## config.mk

```make
export PLATFORM = sky130hd
export DESIGN_NAME = mem_arbiter_flat
export DESIGN_NICKNAME = d
export VERILOG_FILES = /design/src/rtl/mem_arb_pkg.sv /design/src/rtl/mem_arbiter_if.sv /design/src/rtl/mem_arb_rr.sv /design/src/rtl/mem_arbiter.sv /design/src/flat_wrapper.sv
export SDC_FILE = /design/constraint.sdc
export NUM_CORES = 1
export LEC_CHECK = 0
export ABC_AREA = 1
export CORE_AREA = 2 2 286 288
export CTS_CLUSTER_SIZE = 28
export DETAILED_ROUTE_END_ITERATION = 12
export DIE_AREA = 0 0 288 290
export PLACE_DENSITY_LB_ADDON = 0.15
export SLEW_MARGIN = 25
export SYNTH_ARGS = -nofsm -noshare
export SYNTH_HDL_FRONTEND = slang
export SYNTH_SLANG_ARGS = --single-unit
```

## constraint.sdc

```tcl
create_clock -name clk -period 2.7 [get_ports clk]
set_input_delay 0.81 -clock clk [delete_from_list [all_inputs] [get_ports clk]]
set_output_delay 0.81 -clock clk [all_outputs]
set_load 0.1 [all_outputs]
```

## src/rtl/mem_arb_pkg.sv

```systemverilog
// Shared types and constants for the line-RAM arbiter.
package mem_arb_pkg;

  localparam int unsigned PADDR_W        = 20;
  localparam int unsigned LINE_W         = 128;
  localparam int unsigned WORDS_PER_LINE = 4;
  // Byte-offset bits inside one line (4 words x 4 bytes).
  localparam int unsigned LINE_OFF_W     = $clog2(WORDS_PER_LINE * 4);

  typedef enum logic [1:0] {IDLE, BUSY, RESP} state_t;
  typedef enum logic {IC, DC} req_id_t;

  // Clears the in-line byte offset; requesters' low address bits are don't-care.
  function automatic logic [PADDR_W-1:0] line_base(input logic [PADDR_W-1:0] addr);
    return (addr >> LINE_OFF_W) << LINE_OFF_W;
  endfunction

endpackage

```

## src/rtl/mem_arbiter_if.sv

```systemverilog
// Cache-side request/ack signals and RAM-side request port of the arbiter.
interface mem_arbiter_if;
  import mem_arb_pkg::*;

  logic               ic_req;
  logic [PADDR_W-1:0] ic_addr;
  logic               ic_ack;
  logic [LINE_W-1:0]  ic_rdata;
  logic               dc_req;
  logic               dc_we;
  logic [PADDR_W-1:0] dc_addr;
  logic [LINE_W-1:0]  dc_wdata;
  logic               dc_ack;
  logic [LINE_W-1:0]  dc_rdata;
  logic [PADDR_W-1:0] data_requested;
  logic [PADDR_W-1:0] where_to_write;
  logic [LINE_W-1:0]  data_to_write;
  logic               write_to_mem;
  logic [LINE_W-1:0]  data_returned;
  logic               busy;

  // Arbiter side.
  modport slave (
    input  ic_req, ic_addr, dc_req, dc_we, dc_addr, dc_wdata, data_returned,
    output ic_ack, ic_rdata, dc_ack, dc_rdata, data_requested, where_to_write,
           data_to_write, write_to_mem, busy
  );

  // Caches plus RAM side.
  modport master (
    output ic_req, ic_addr, dc_req, dc_we, dc_addr, dc_wdata, data_returned,
    input  ic_ack, ic_rdata, dc_ack, dc_rdata, data_requested, where_to_write,
           data_to_write, write_to_mem, busy
  );

endinterface

```

## src/rtl/mem_arb_rr.sv

```systemverilog
// Two-way I-cache / D-cache grant selection.
// MEM_ARB_DCACHE_PRIO_EN: when defined, the D-cache always wins a conflict;
// otherwise conflicts are resolved round-robin against the last grant.
module mem_arb_rr
  import mem_arb_pkg::*;
(
  input  logic    clk,
  input  logic    reset,
  input  logic    ic_req,
  input  logic    dc_req,
  input  logic    grant_en,
  output req_id_t grant
);

`ifdef MEM_ARB_DCACHE_PRIO_EN
  logic unused_rr;
  assign unused_rr = ^{clk, reset, ic_req, grant_en};

  // Fixed priority: any D-cache request wins.
  always_comb begin
    grant = dc_req ? DC : IC;
  end
`else
  req_id_t last_grant_q;

  // Remember who was served last so a conflict goes to the other side.
  always_ff @(posedge clk) begin
    if (reset) begin
      last_grant_q <= IC;
    end else if (grant_en) begin
      last_grant_q <= grant;
    end
  end

  // Single requester wins outright; a conflict goes to the one not served last.
  always_comb begin
    grant = IC;
    if (ic_req && dc_req) begin
      grant = (last_grant_q == IC) ? DC : IC;
    end else if (dc_req) begin
      grant = DC;
    end
  end
`endif

endmodule

```

## src/rtl/mem_arbiter.sv

```systemverilog
// Line-RAM arbiter: serves one I-cache or D-cache line transfer at a time with a
// fixed memory latency, returning lines through a one-cycle ack pulse.
// MEM_ARB_DCACHE_PRIO_EN selects fixed D-cache priority in the grant logic.
module mem_arbiter
  import mem_arb_pkg::*;
#(
  parameter int unsigned MEM_LATENCY = 5
) (
  input logic          clk,
  input logic          reset,
  mem_arbiter_if.slave bus
);

  localparam logic [3:0] CNT_INIT = 4'(MEM_LATENCY - 1);

  state_t             state_q, state_d;
  logic [3:0]         cnt_q, cnt_d;
  req_id_t            grant_q, grant_d, grant;
  logic               grant_en;
  logic [PADDR_W-1:0] addr_q, addr_d;
  logic               we_q, we_d;
  logic [LINE_W-1:0]  wdata_q, wdata_d;
  logic [LINE_W-1:0]  ic_rdata_q, ic_rdata_d;
  logic [LINE_W-1:0]  dc_rdata_q, dc_rdata_d;
  logic               ic_ack_q, ic_ack_d;
  logic               dc_ack_q, dc_ack_d;

  mem_arb_rr u_rr (
    .clk      (clk),
    .reset    (reset),
    .ic_req   (bus.ic_req),
    .dc_req   (bus.dc_req),
    .grant_en (grant_en),
    .grant    (grant)
  );

  // State and datapath registers; reset abandons any transfer without an ack.
  always_ff @(posedge clk) begin
    if (reset) begin
      state_q    <= IDLE;
      cnt_q      <= '0;
      grant_q    <= IC;
      addr_q     <= '0;
      we_q       <= 1'b0;
      wdata_q    <= '0;
      ic_rdata_q <= '0;
      dc_rdata_q <= '0;
      ic_ack_q   <= 1'b0;
      dc_ack_q   <= 1'b0;
    end else begin
      state_q    <= state_d;
      cnt_q      <= cnt_d;
      grant_q    <= grant_d;
      addr_q     <= addr_d;
      we_q       <= we_d;
      wdata_q    <= wdata_d;
      ic_rdata_q <= ic_rdata_d;
      dc_rdata_q <= dc_rdata_d;
      ic_ack_q   <= ic_ack_d;
      dc_ack_q   <= dc_ack_d;
    end
  end

  // Accept in IDLE, count down latency in BUSY, pulse ack once from RESP.
  always_comb begin
    state_d    = state_q;
    cnt_d      = cnt_q;
    grant_d    = grant_q;
    addr_d     = addr_q;
    we_d       = we_q;
    wdata_d    = wdata_q;
    ic_rdata_d = ic_rdata_q;
    dc_rdata_d = dc_rdata_q;
    ic_ack_d   = 1'b0;
    dc_ack_d   = 1'b0;
    grant_en   = 1'b0;
    unique case (state_q)
      IDLE: begin
        if (bus.ic_req || bus.dc_req) begin
          grant_en = 1'b1;
          grant_d  = grant;
          cnt_d    = CNT_INIT;
          state_d  = BUSY;
          if (grant == IC) begin
            addr_d = line_base(bus.ic_addr);
            we_d   = 1'b0;
          end else begin
            addr_d  = line_base(bus.dc_addr);
            we_d    = bus.dc_we;
            wdata_d = bus.dc_wdata;
          end
        end
      end
      BUSY: begin
        if (cnt_q != 4'd0) begin
          cnt_d = cnt_q - 4'd1;
        end else begin
          // Writes leave both rdata registers untouched.
          if (!we_q) begin
            if (grant_q == IC) ic_rdata_d = bus.data_returned;
            else               dc_rdata_d = bus.data_returned;
          end
          if (grant_q == IC) ic_ack_d = 1'b1;
          else               dc_ack_d = 1'b1;
          state_d = RESP;
        end
      end
      RESP: state_d = IDLE;
      default: state_d = IDLE;
    endcase
  end

  assign bus.ic_ack         = ic_ack_q;
  assign bus.dc_ack         = dc_ack_q;
  assign bus.ic_rdata       = ic_rdata_q;
  assign bus.dc_rdata       = dc_rdata_q;
  assign bus.data_requested = addr_q >> 2;
  assign bus.where_to_write = addr_q >> 4;
  assign bus.data_to_write  = wdata_q;
  // Re-writing the same line each BUSY cycle is harmless to the RAM.
  assign bus.write_to_mem   = (state_q == BUSY) && we_q;
  assign bus.busy           = (state_q != IDLE);

endmodule

```

## src/flat_wrapper.sv

```systemverilog
// flat-port wrapper written by rule: the top's interface ports become plain ports
module mem_arbiter_flat import mem_arb_pkg::*;
#(
  parameter int unsigned MEM_LATENCY = 5
)
  (clk, reset, bus_ic_req, bus_ic_addr, bus_dc_req, bus_dc_we, bus_dc_addr, bus_dc_wdata, bus_data_returned, bus_ic_ack, bus_ic_rdata, bus_dc_ack, bus_dc_rdata, bus_data_requested, bus_where_to_write, bus_data_to_write, bus_write_to_mem, bus_busy);
  mem_arbiter_if bus_i ();
  input logic clk;
  input logic reset;
  input wire logic [$bits(bus_i.ic_req)-1:0] bus_ic_req;
  input wire logic [$bits(bus_i.ic_addr)-1:0] bus_ic_addr;
  input wire logic [$bits(bus_i.dc_req)-1:0] bus_dc_req;
  input wire logic [$bits(bus_i.dc_we)-1:0] bus_dc_we;
  input wire logic [$bits(bus_i.dc_addr)-1:0] bus_dc_addr;
  input wire logic [$bits(bus_i.dc_wdata)-1:0] bus_dc_wdata;
  input wire logic [$bits(bus_i.data_returned)-1:0] bus_data_returned;
  output wire logic [$bits(bus_i.ic_ack)-1:0] bus_ic_ack;
  output wire logic [$bits(bus_i.ic_rdata)-1:0] bus_ic_rdata;
  output wire logic [$bits(bus_i.dc_ack)-1:0] bus_dc_ack;
  output wire logic [$bits(bus_i.dc_rdata)-1:0] bus_dc_rdata;
  output wire logic [$bits(bus_i.data_requested)-1:0] bus_data_requested;
  output wire logic [$bits(bus_i.where_to_write)-1:0] bus_where_to_write;
  output wire logic [$bits(bus_i.data_to_write)-1:0] bus_data_to_write;
  output wire logic [$bits(bus_i.write_to_mem)-1:0] bus_write_to_mem;
  output wire logic [$bits(bus_i.busy)-1:0] bus_busy;
  assign bus_i.ic_req = bus_ic_req;
  assign bus_i.ic_addr = bus_ic_addr;
  assign bus_i.dc_req = bus_dc_req;
  assign bus_i.dc_we = bus_dc_we;
  assign bus_i.dc_addr = bus_dc_addr;
  assign bus_i.dc_wdata = bus_dc_wdata;
  assign bus_i.data_returned = bus_data_returned;
  assign bus_ic_ack = bus_i.ic_ack;
  assign bus_ic_rdata = bus_i.ic_rdata;
  assign bus_dc_ack = bus_i.dc_ack;
  assign bus_dc_rdata = bus_i.dc_rdata;
  assign bus_data_requested = bus_i.data_requested;
  assign bus_where_to_write = bus_i.where_to_write;
  assign bus_data_to_write = bus_i.data_to_write;
  assign bus_write_to_mem = bus_i.write_to_mem;
  assign bus_busy = bus_i.busy;
  mem_arbiter #(.MEM_LATENCY(MEM_LATENCY)) u_core (.clk(clk), .reset(reset), .bus(bus_i));
endmodule
```

==> results of run 1 <==
==> layer usage <==
metal,global-route usage [%],up-vias,part of all wire (%)
li1,-,7965,-
met1,14.6,6904,38
met2,24.2,488,49
met3,5.41,98,9.9
met4,4.90,0,2.8
met5,0,-,0
==> synth_stat cells <==
library cell	count
nand3_1	5
clkbuf_1	27
inv_1	142
buf_6	20
buf_4	48
conb_1	1
nand2_2	1
nor2_4	1
nand2_1	538
dfxtp_1	410
buf_2	35
buf_1	24
o22ai_1	1
o21ai_1	1
nor2_1	795
nor2_2	3
nand3_2	1
nor3_1	3
clkbuf_2	1
o21ai_0	162
inv_2	2
a21oi_1	3
or2_2	1
ha_1	1
clkinv_1	1
==> power groups by stage <==
stage	Clock (uW)	Sequential [uW]	Combinational (uW)
2_1_floorplan	0	13100	2230
3_3_place_gp	0	7440	10300
3_5_place_dp	0	7460	10300
4_1_cts	6950	7350	10400
5_1_grt	7160	7450	10800
6_report	6650	7340	10300
==> layout by cell type, fill, tap and decap left out, types with 5 or more instances in the layout <==
master	count
buf_12	18
buf_4	443
clkbuf_1	17
clkbuf_16	52
clkbuf_8	7
clkdlybuf4s50_1	292
clkinv_2	7
conb_1	8
dfxtp_1	410
diode_2	9
inv_1	141
nand2_1	538
nand3_1	5
nor2_1	795
o21ai_0	162
==> critical path: stages (launching register included) <==
cell	delay, ns
dfxtp_1	0.34
inv_2	0.05
nor2_4	0.13
inv_1	0.07
nor2_1	0.09
buf_4	0.30
==> cells by family after synthesis <==
logic type                 synth area share, %
and+or+nand+nor                           32.5
DFF                                       52.4
buffers and inverters                     9.59
AOI/OAI and AO/OA                         5.35
adders and majority gates               0.0799
other                                   0.0239
==> per-stage QoR <==
step | hold slack [ns] | worst slack (ns) | area (um^2) | total power, uW | std cells
5_1_grt | 0.498 | 0.186 | 24300 | 25400 | 3992
3_5_place_dp | 0.473 | 0.303 | 22700 | 17800 | 3892
3_3_place_gp | 0.464 | 0.283 | 22700 | 17800 | 3892
4_1_cts | 0.485 | 0.250 | 24300 | 24700 | 3983
6_report | 0.480 | 0.321 | 24300 | 24200 | 3992
2_1_floorplan | 0.447 | 0.0965 | 15700 | 15300 | 2234
==> final timing paths <==
| check | start | to | slack, ns | cells past startpoint |
|---|---|---|---|---|
| max | u_core.state_q[0] | bus_write_to_mem | 0.32 | 5 |
| min | u_core.bus.ic_rdata[60] | u_core.bus.ic_rdata[60] | 0.48 | 2 |
| max reg2reg | u_core.cnt_q[0] | u_core.bus.ic_rdata[109] | 0.76 | 9 |
| min reg2reg | u_core.bus.ic_rdata[60] | u_core.bus.ic_rdata[60] | 0.48 | 2 |
==> final cells by class <==
class	count	area share (%)
clock buffer	76	6.01
sequential	410	33.7
timing repair buffer	753	27.2
inverter	145	2.28
clock inverter	15	0.628
multi-input combinational	1524	24.6
antenna	9	0.0926
tap	1060	5.45
==> flip-flops by register name, summed over array words and instances, names as in the netlist <==
| name | cells |
|---|---|
| u_core.bus.data_to_write | 128 |
| u_core.bus.dc_rdata | 128 |
| u_core.bus.ic_rdata | 128 |
| u_core.addr_q | 16 |
| u_core.cnt_q | 4 |
| u_core.state_q | 2 |
| u_core.bus.dc_ack | 1 |
| u_core.bus.ic_ack | 1 |
| u_core.grant_q | 1 |
| u_core.we_q | 1 |
==> run_results.csv, run 1 <==
group,metric,value,unit
cts,cts_hold_buf,0,
detailed_routing,vias,15500,
critical_path,end_kind,"primary output",
sta,rsz0062_at_grt,"false",
detailed_routing,wire_per_inst,15.1,um
detailed_routing,drt-total-wl,60100,um
power_and_ir_drop,ir_drop,0.000508,V
die,rows,104,
cts,cts_sinks,410,
logic_synthesis,seq_area_frac_synth,52.4,%
die,initial_core_util,19.5,%
critical_path,arrival,1.57,ns
sta,fin_skew,0.0203,ns
sta,slew_viol_final,0,
power_and_ir_drop,p_leak,0.0112,uW
power_and_ir_drop,p_int,13000,uW
detailed_routing,drtPass1Iterations,4,
global_route,grt_pass1_wl,89600,um
logic_synthesis,synth_cells,2227,
sta,tns,0,ns
logic_synthesis,yosysTopAreaCell,"dfxtp_1",
power_and_ir_drop,combPwrFrac,42.3,%
power_and_ir_drop,powerDensity,997,nW/um^2
die,die_w,288,um
sta,finalCritPeriodShare,88.1,%
final_layout,fin_nets,3187,
final_layout,regArea,8210,um^2
sta,fmax,420,MHz
cts,cts-root-buf,"clkbuf_16",
critical_path,cp.required,1.89,ns
logic_synthesis,syn_area,15700,um^2
sta,relSlewSlack,58.8,%
cts,cts_tree,"yes",
global_route,antenna_found_initial,12,
power_and_ir_drop,seqPwrFrac,30.3,%
placement,io_buffers,712,
logic_synthesis,ys_seq_elements,410,
placement,detailedPlacementHpwl,44700,um
final_layout,final_core_util,30.3,%
global_route,grt_pass1_vias,15200,
critical_path,worstSetupPathType,"reg2out",
logic_synthesis,avgSynthCellArea,7.03,um^2
global_route,grt_max_degree,121,
critical_path,startpoint_type,"flip-flop",
min_path,hold_class,"reg2reg",
final_layout,fillers,8771,
die,ioPinCount,729,
detailed_routing,viasPerCell,3.87,
logic_synthesis,synth_area_leaders,"dfxtp_1 52%, nor2_1 19%, nand2_1 13%",
cts,clk_pin_slew,0.06,ns
logic_synthesis,synth_cell_type_count,25,
sta,post-route-min-period,2.38,ns
global_route,gr-total-overflow,0,
run_status,outcome,"finished clean",
cts,insertion_delay,0.59,ns
detailed_routing,antenna_left,0,
power_and_ir_drop,pwr-share-clk,27.4,%
global_route,grt_usage,13.7,%
cts,post_cts_buffers,0,
sta,setup_viol,0,
sta,finalHoldViolCount,0,
placement,place.gp.congestion,0.804,
final_layout,area_growth_syn_to_layout,55.3,%
final_layout,layout-drive-gt1-share,18.6,%
run,cap_viol_max_count,0,
sta,tightest_slew,0.617,ns
die,die_h,290,um
die,core,80200,um^2
cts,cts_buffer_depth,3,
cts,numCtsBuffers,51,
power_and_ir_drop,switching_share,46.5,%
cts,post_cts_resized,0,
detailed_routing,route.detailed.drc,0,
logic_synthesis,ys_warn_count,0,
power_and_ir_drop,p_sw,11300,uW
logic_synthesis,synth_top_area_share,52.4,%
final_layout,multiInputGateArea,5990,um^2
detailed_routing,drt_iter0_markers,543,
critical_path,critPathMaxFanout,5,
die,die_area,83500,um^2
cts,cts_max_level,2,
Power figures use the tool's default switching activity.
==> run 2: changes to the inputs <==
SETUP_SLACK_MARGIN = 0.5   (was not set)
==> run_results.csv, run 2 (synthesized netlist as in run 1, its figures left out) <==
group,metric,value,unit
run_status,outcome,"finished clean",
final_layout,area_growth_syn_to_layout,56.3,%
global_route,gr-total-overflow,0,
sta,finalCritPeriodShare,80.7,%
cts,cts_hold_buf,0,
cts,insertion_delay,0.59,ns
detailed_routing,drt-total-wl,60300,um
final_layout,final_cells,3990,
cts,cts-root-buf,"clkbuf_16",
global_route,grt_usage,13.8,%
detailed_routing,route.detailed.drc,0,
critical_path,cpLargestDelayFamily,"flip-flops",
placement,place.gp.congestion,0.821,
critical_path,crit_cells,5,
critical_path,r2r_end,"u_core.bus.dc_rdata[124]",
detailed_routing,antenna_left,0,
placement,io_buffers,712,
die,die_h,290,um
die,rows,104,
detailed_routing,vias,15600,
sta,post-route-min-period,2.18,ns
sta,hold_slack,0.480,ns
critical_path,critical_path.startpoint,"u_core.state_q[0]",
placement,preCtsSetupSlack,0.210,ns
detailed_routing,wire_per_inst,15.1,um
sta,rsz0062_at_grt,"true",
placement,place_area,22600,um^2
final_layout,stdcell_area,24500,um^2
critical_path,timing.rr.start,"u_core.state_q[0]",
critical_path,crit_chain,"inv_2, nor2_4, inv_2, nor2_4, buf_12",
die,initial_core_util,19.5,%
sta,fin_skew,0.0241,ns
detailed_routing,viasPerCell,3.90,
critical_path,startpoint_type,"flip-flop",
placement,detailedPlacementHpwl,45100,um
global_route,grt_pass1_vias,15200,
sta,slew_viol_final,0,
sta,setup_viol,0,
run,cap_viol_max_count,0,
cts,cts_buffer_depth,3,
global_route,grt_pass1_wl,89900,um
placement,placed_cells,3891,
critical_path,cpMaxStageDelayCell,"dfxtp_2",
sta,finalHoldViolCount,0,
power_and_ir_drop,ir_drop,0.000434,V
critical_path,critPathCapture,"bus_write_to_mem",
critical_path,crit_buf_inv,3,
global_route,grt_max_degree,83,
cts,numCtsBuffers,52,
critical_path,cp.required,1.89,ns
final_layout,layout-drive-gt1-share,19.2,%
critical_path,r2r_slack,0.72,ns
sta,setup_slack,0.520,ns
critical_path,worstSetupPathType,"reg2out",
power_and_ir_drop,powerDensity,1010,nW/um^2
sta,tns,0,ns
detailed_routing,drt_iter0_markers,586,
cts,cts_sinks,410,
final_layout,fin_nets,3190,
critical_path,critPathMaxFanout,2,
global_route,antenna_found_initial,6,
sta,fmax,459,MHz
die,ioPinCount,729,
die,die_w,288,um
final_layout,mostFrequentLayoutCells,"793 x nor2_1, 538 x nand2_1, 445 x buf_4, 409 x dfxtp_1, 292 x clkdlybuf4s50_1",
cts,cts_max_level,2,
min_path,hold_class,"reg2reg",
final_layout,final_common_cell,"nor2_1",
power_and_ir_drop,p_leak,0.0113,uW
critical_path,arrival,1.37,ns
critical_path,end_kind,"primary output",
critical_path,max_stage_delay,0.34,ns
sta,relSlewSlack,62.2,%
cts,cts_tree,"yes",
detailed_routing,drtPass1Iterations,5,
cts,clk_pin_slew,0.06,ns
sta,tightest_slew,0.567,ns
die,core,80200,um^2
die,die_area,83500,um^2
critical_path,r2r_cells,11,
[run 2: cell types whose count changed in the layout (fill, tap and decap cells not counted), sizes merged]
cell,before,now
diode,9,3
buf,461,463
bufinv,2,4
[run 2: report_power, final]
group / internal (uW) / switching, uW / leakage (uW)
registers: 6880 / 462 / 0.00335
logic: 2170 / 8090 / 0.00711
clock network: 4350 / 2790 / 0.000866
[run 2: repair_timing]
item | 4_1_cts | 5_1_grt
endpoints found under the setup margin | 2 | 10
buffers inserted | 3 | 0
pin swaps | 2 | 2
resized for setup | 10 | 2
[run 2: final cells by class]
type | count | area [um^2]
diodes | 3 | 7.51
clock buffers | 76 | 1550
clock inverters | 17 | 201
fillers | 8784 | 55700
inverters | 145 | 554
multi-input cells | 1524 | 6000
flip-flops and latches | 410 | 8210
well taps | 1060 | 1330
repair buffers | 755 | 6620
[run 2: metal layers]
metal | up-vias | global-route usage (%) | wire [um]
met5 | - | 0 | 27
met4 | 4 | 3.75 | 1350
met2 | 491 | 24.3 | 29700
met3 | 89 | 5.86 | 6140
li1 | 7965 | - | -
met1 | 7030 | 14.9 | 23100
[run 2: worst min path at each step]
| stage | startpoint | to | depth (start not counted) |
|---|---|---|---|
| 2_1_floorplan | u_core.grant_q | u_core.bus.ic_ack | 1 |
| 5_1_grt | u_core.bus.dc_rdata[50] | u_core.bus.dc_rdata[50] | 2 |
| 3_5_place_dp | u_core.bus.ic_rdata[83] | u_core.bus.ic_rdata[83] | 2 |
| 4_1_cts | u_core.bus.ic_rdata[122] | u_core.bus.ic_rdata[122] | 2 |
| 6_report | u_core.bus.ic_rdata[83] | u_core.bus.ic_rdata[83] | 2 |
| 3_3_place_gp | u_core.bus.ic_rdata[74] | u_core.bus.ic_rdata[74] | 2 |
[run 2: tightest hold or removal path, delay by kind of cell, from the launching register on]
family / cells / cell delay, ns
DFF: 1 / 0.32
and+or+nand+nor: 2 / 0.13
[run 2: through the flow]
stage	power, uW	util (%)
after floorplan	15300	-
after global placement	17800	28.3
after detailed placement	17800	28.3
after CTS	25100	30.5
after global routing	25900	30.5
final	24700	30.5
==> run 3: changes to the inputs <==
CORE_AREA = 2 2 280 282   (was 2 2 286 288)
DIE_AREA = 0 0 282 284   (was 0 0 288 290)
clock period = 1.94 ns   (was 2.7 ns; I/O delays follow)
==> run_results.csv, run 3 (synthesized netlist as in run 1, its figures left out) <==
group,metric,value,unit
critical_path,crit_cells,4,
cts,clk_pin_slew,0.06,ns
critical_path,max_stage_delay,0.33,ns
critical_path,critical_path.startpoint,"u_core.state_q[0]",
die,die_w,282,um
detailed_routing,antenna_left,0,
power_and_ir_drop,p_int,23600,uW
power_and_ir_drop,combPwrFrac,49.8,%
cts,cts_hold_buf,0,
min_path,worstHoldStart,"u_core.grant_q",
global_route,grt_max_degree,69,
placement,detailedPlacementHpwl,50500,um
sta,finalHoldViolCount,0,
die,ioPinCount,729,
final_layout,final_cells,4179,
final_layout,fillers,7266,
critical_path,startpoint_type,"flip-flop",
cts,insertion_delay,0.58,ns
sta,setup_viol,65,
sta,post-route-min-period,2.04,ns
global_route,gr-total-overflow,0,
power_and_ir_drop,p_sw,17700,uW
final_layout,area_growth_syn_to_layout,126,%
critical_path,timing.rr.start,"u_core.state_q[0]",
sta,setup_slack,-0.103,ns
cts,cts-root-buf,"clkbuf_16",
power_and_ir_drop,p_total,41300,uW
die,initial_core_util,20.3,%
cts,numCtsBuffers,51,
die,die_h,284,um
final_layout,final_common_cell,"nor2_1",
placement,io_buffers,712,
die,rows,102,
min_path,hold_depth,1,
detailed_routing,viasPerCell,4.07,
power_and_ir_drop,ir_drop,0.000930,V
sta,hold_slack,0.482,ns
critical_path,end_kind,"primary output",
global_route,grt_pass1_wl,107000,um
critical_path,arrival,1.46,ns
min_path,hold_class,"reg2reg",
cts,cts_tree,"yes",
critical_path,r2r_cells,16,
placement,placed_cells,3915,
power_and_ir_drop,p_leak,0.0152,uW
die,die_area,80100,um^2
critical_path,cpLargestDelayFamily,"buffers and inverters",
detailed_routing,drt-total-wl,76500,um
critical_path,critPathMaxFanout,2,
power_and_ir_drop,switching_share,42.8,%
sta,rsz0062_at_grt,"true",
run,cap_viol_max_count,0,
die,core,77000,um^2
run_status,outcome,"complete, but fails checks",
detailed_routing,drt_iter0_markers,625,
run_status,failed_checks,"negative setup slack",
cts,cts_max_level,2,
cts,cts_buffer_depth,3,
global_route,grt_pass1_vias,16700,
detailed_routing,drtPass1Iterations,5,
detailed_routing,wire_per_inst,18.3,um
placement,preCtsSetupSlack,-0.189,ns
sta,slew_viol_final,0,
final_layout,layout-drive-gt1-share,46.8,%
power_and_ir_drop,pwr-share-clk,23.1,%
final_layout,mostFrequentLayoutCells,"659 x nor2_1, 483 x buf_12, 347 x nand2_1, 347 x dfxtp_2, 292 x clkdlybuf4s50_1",
sta,fmax,489,MHz
cts,cts_sinks,410,
critical_path,cpMaxStageDelayCell,"dfxtp_2",
sta,fin_skew,0.0134,ns
critical_path,crit_buf_inv,3,
global_route,antenna_found_initial,13,
global_route,grt_usage,17.6,%
detailed_routing,vias,17000,
power_and_ir_drop,powerDensity,1160,nW/um^2
final_layout,fin_nets,3403,
placement,place.gp.congestion,0.798,
power_and_ir_drop,seqPwrFrac,27.0,%
sta,finalCritPeriodShare,105,%
detailed_routing,route.detailed.drc,0,
critical_path,cp.required,1.36,ns
critical_path,crit_chain,"buf_6, nor2_4, clkinvlp_4, buf_12",
critical_path,worstSetupPathType,"reg2out",
critical_path,r2r_slack,-0.05,ns
## run 3: changes by cell type in the layout (fill, tap and decap cells not counted), moves of 47 or more
cell	previous run	this run
buf_16	0	50
nor2_2	1	68
nor2_4	5	72
nand2_4	0	51
dfxtp_2	1	347
buf_4	445	53
dfxtp_1	409	44
buf_12	17	483
nor2_1	793	659
o21ai_0	162	107
nand2_1	538	347
buf_6	1	48
o21ai_1	1	48
nand2_2	1	141
## run 3: what timing repair did
item | in CTS | in global routing
pin swaps | 25 | 195
setup buffers | 70 | 33
setup endpoints to repair | 797 | 826
endpoints found under the hold margin | 0 | 0
resized for setup | 124 | 585
gates cloned | 41 | 29
## run 3: per-layer routing
layer,global-route usage [%],part of all wire [%],vias to the layer above
met5,0,0.12,-
met4,4.34,2.1,14
met3,6.57,8.7,103
met2,30.6,50,529
met1,20.2,39,7931
li1,-,-,8440
## run 3: final timing paths
path                                  end
setup / recovery                 bus_busy
hold / removal          u_core.bus.ic_ack
setup reg to reg  u_core.bus.ic_rdata[97]
hold reg to reg         u_core.bus.ic_ack
## run 3: per-stage QoR
step                      instance area, um^2  util [%]  TNS [ns]
final                                   35500      46.1     -1.27
after global routing                    35500      46.1    -15.27
after CTS                               32900      42.7     -1.40
after detailed placement                28800      37.5    -16.88
after global placement                  28800      37.5    -16.84
after floorplan                         16400         -         0
## run 3: cell type report
class | instances | area, um^2 | share of cell area [%]
clock inverters | 10 | 131 | 0.371
repair buffers | 969 | 15800 | 44.5
well taps | 1040 | 1300 | 3.67
flip-flops and latches | 410 | 8710 | 24.6
inverters | 145 | 569 | 1.61
diodes | 4 | 10.0 | 0.0282
multi-input cells | 1524 | 7450 | 21.0
clock buffers | 77 | 1520 | 4.28
## run 3: power by group through the flow
| stage | registers, uW | clock network [uW] | logic (uW) |
|---|---|---|---|
| finish | 11200 | 9550 | 20600 |
| global route | 11300 | 10200 | 21300 |
| CTS | 11100 | 9880 | 19200 |
| detailed placement | 11200 | 0 | 17600 |
| global placement | 11200 | 0 | 17600 |
| floorplan | 18500 | 0 | 3240 |
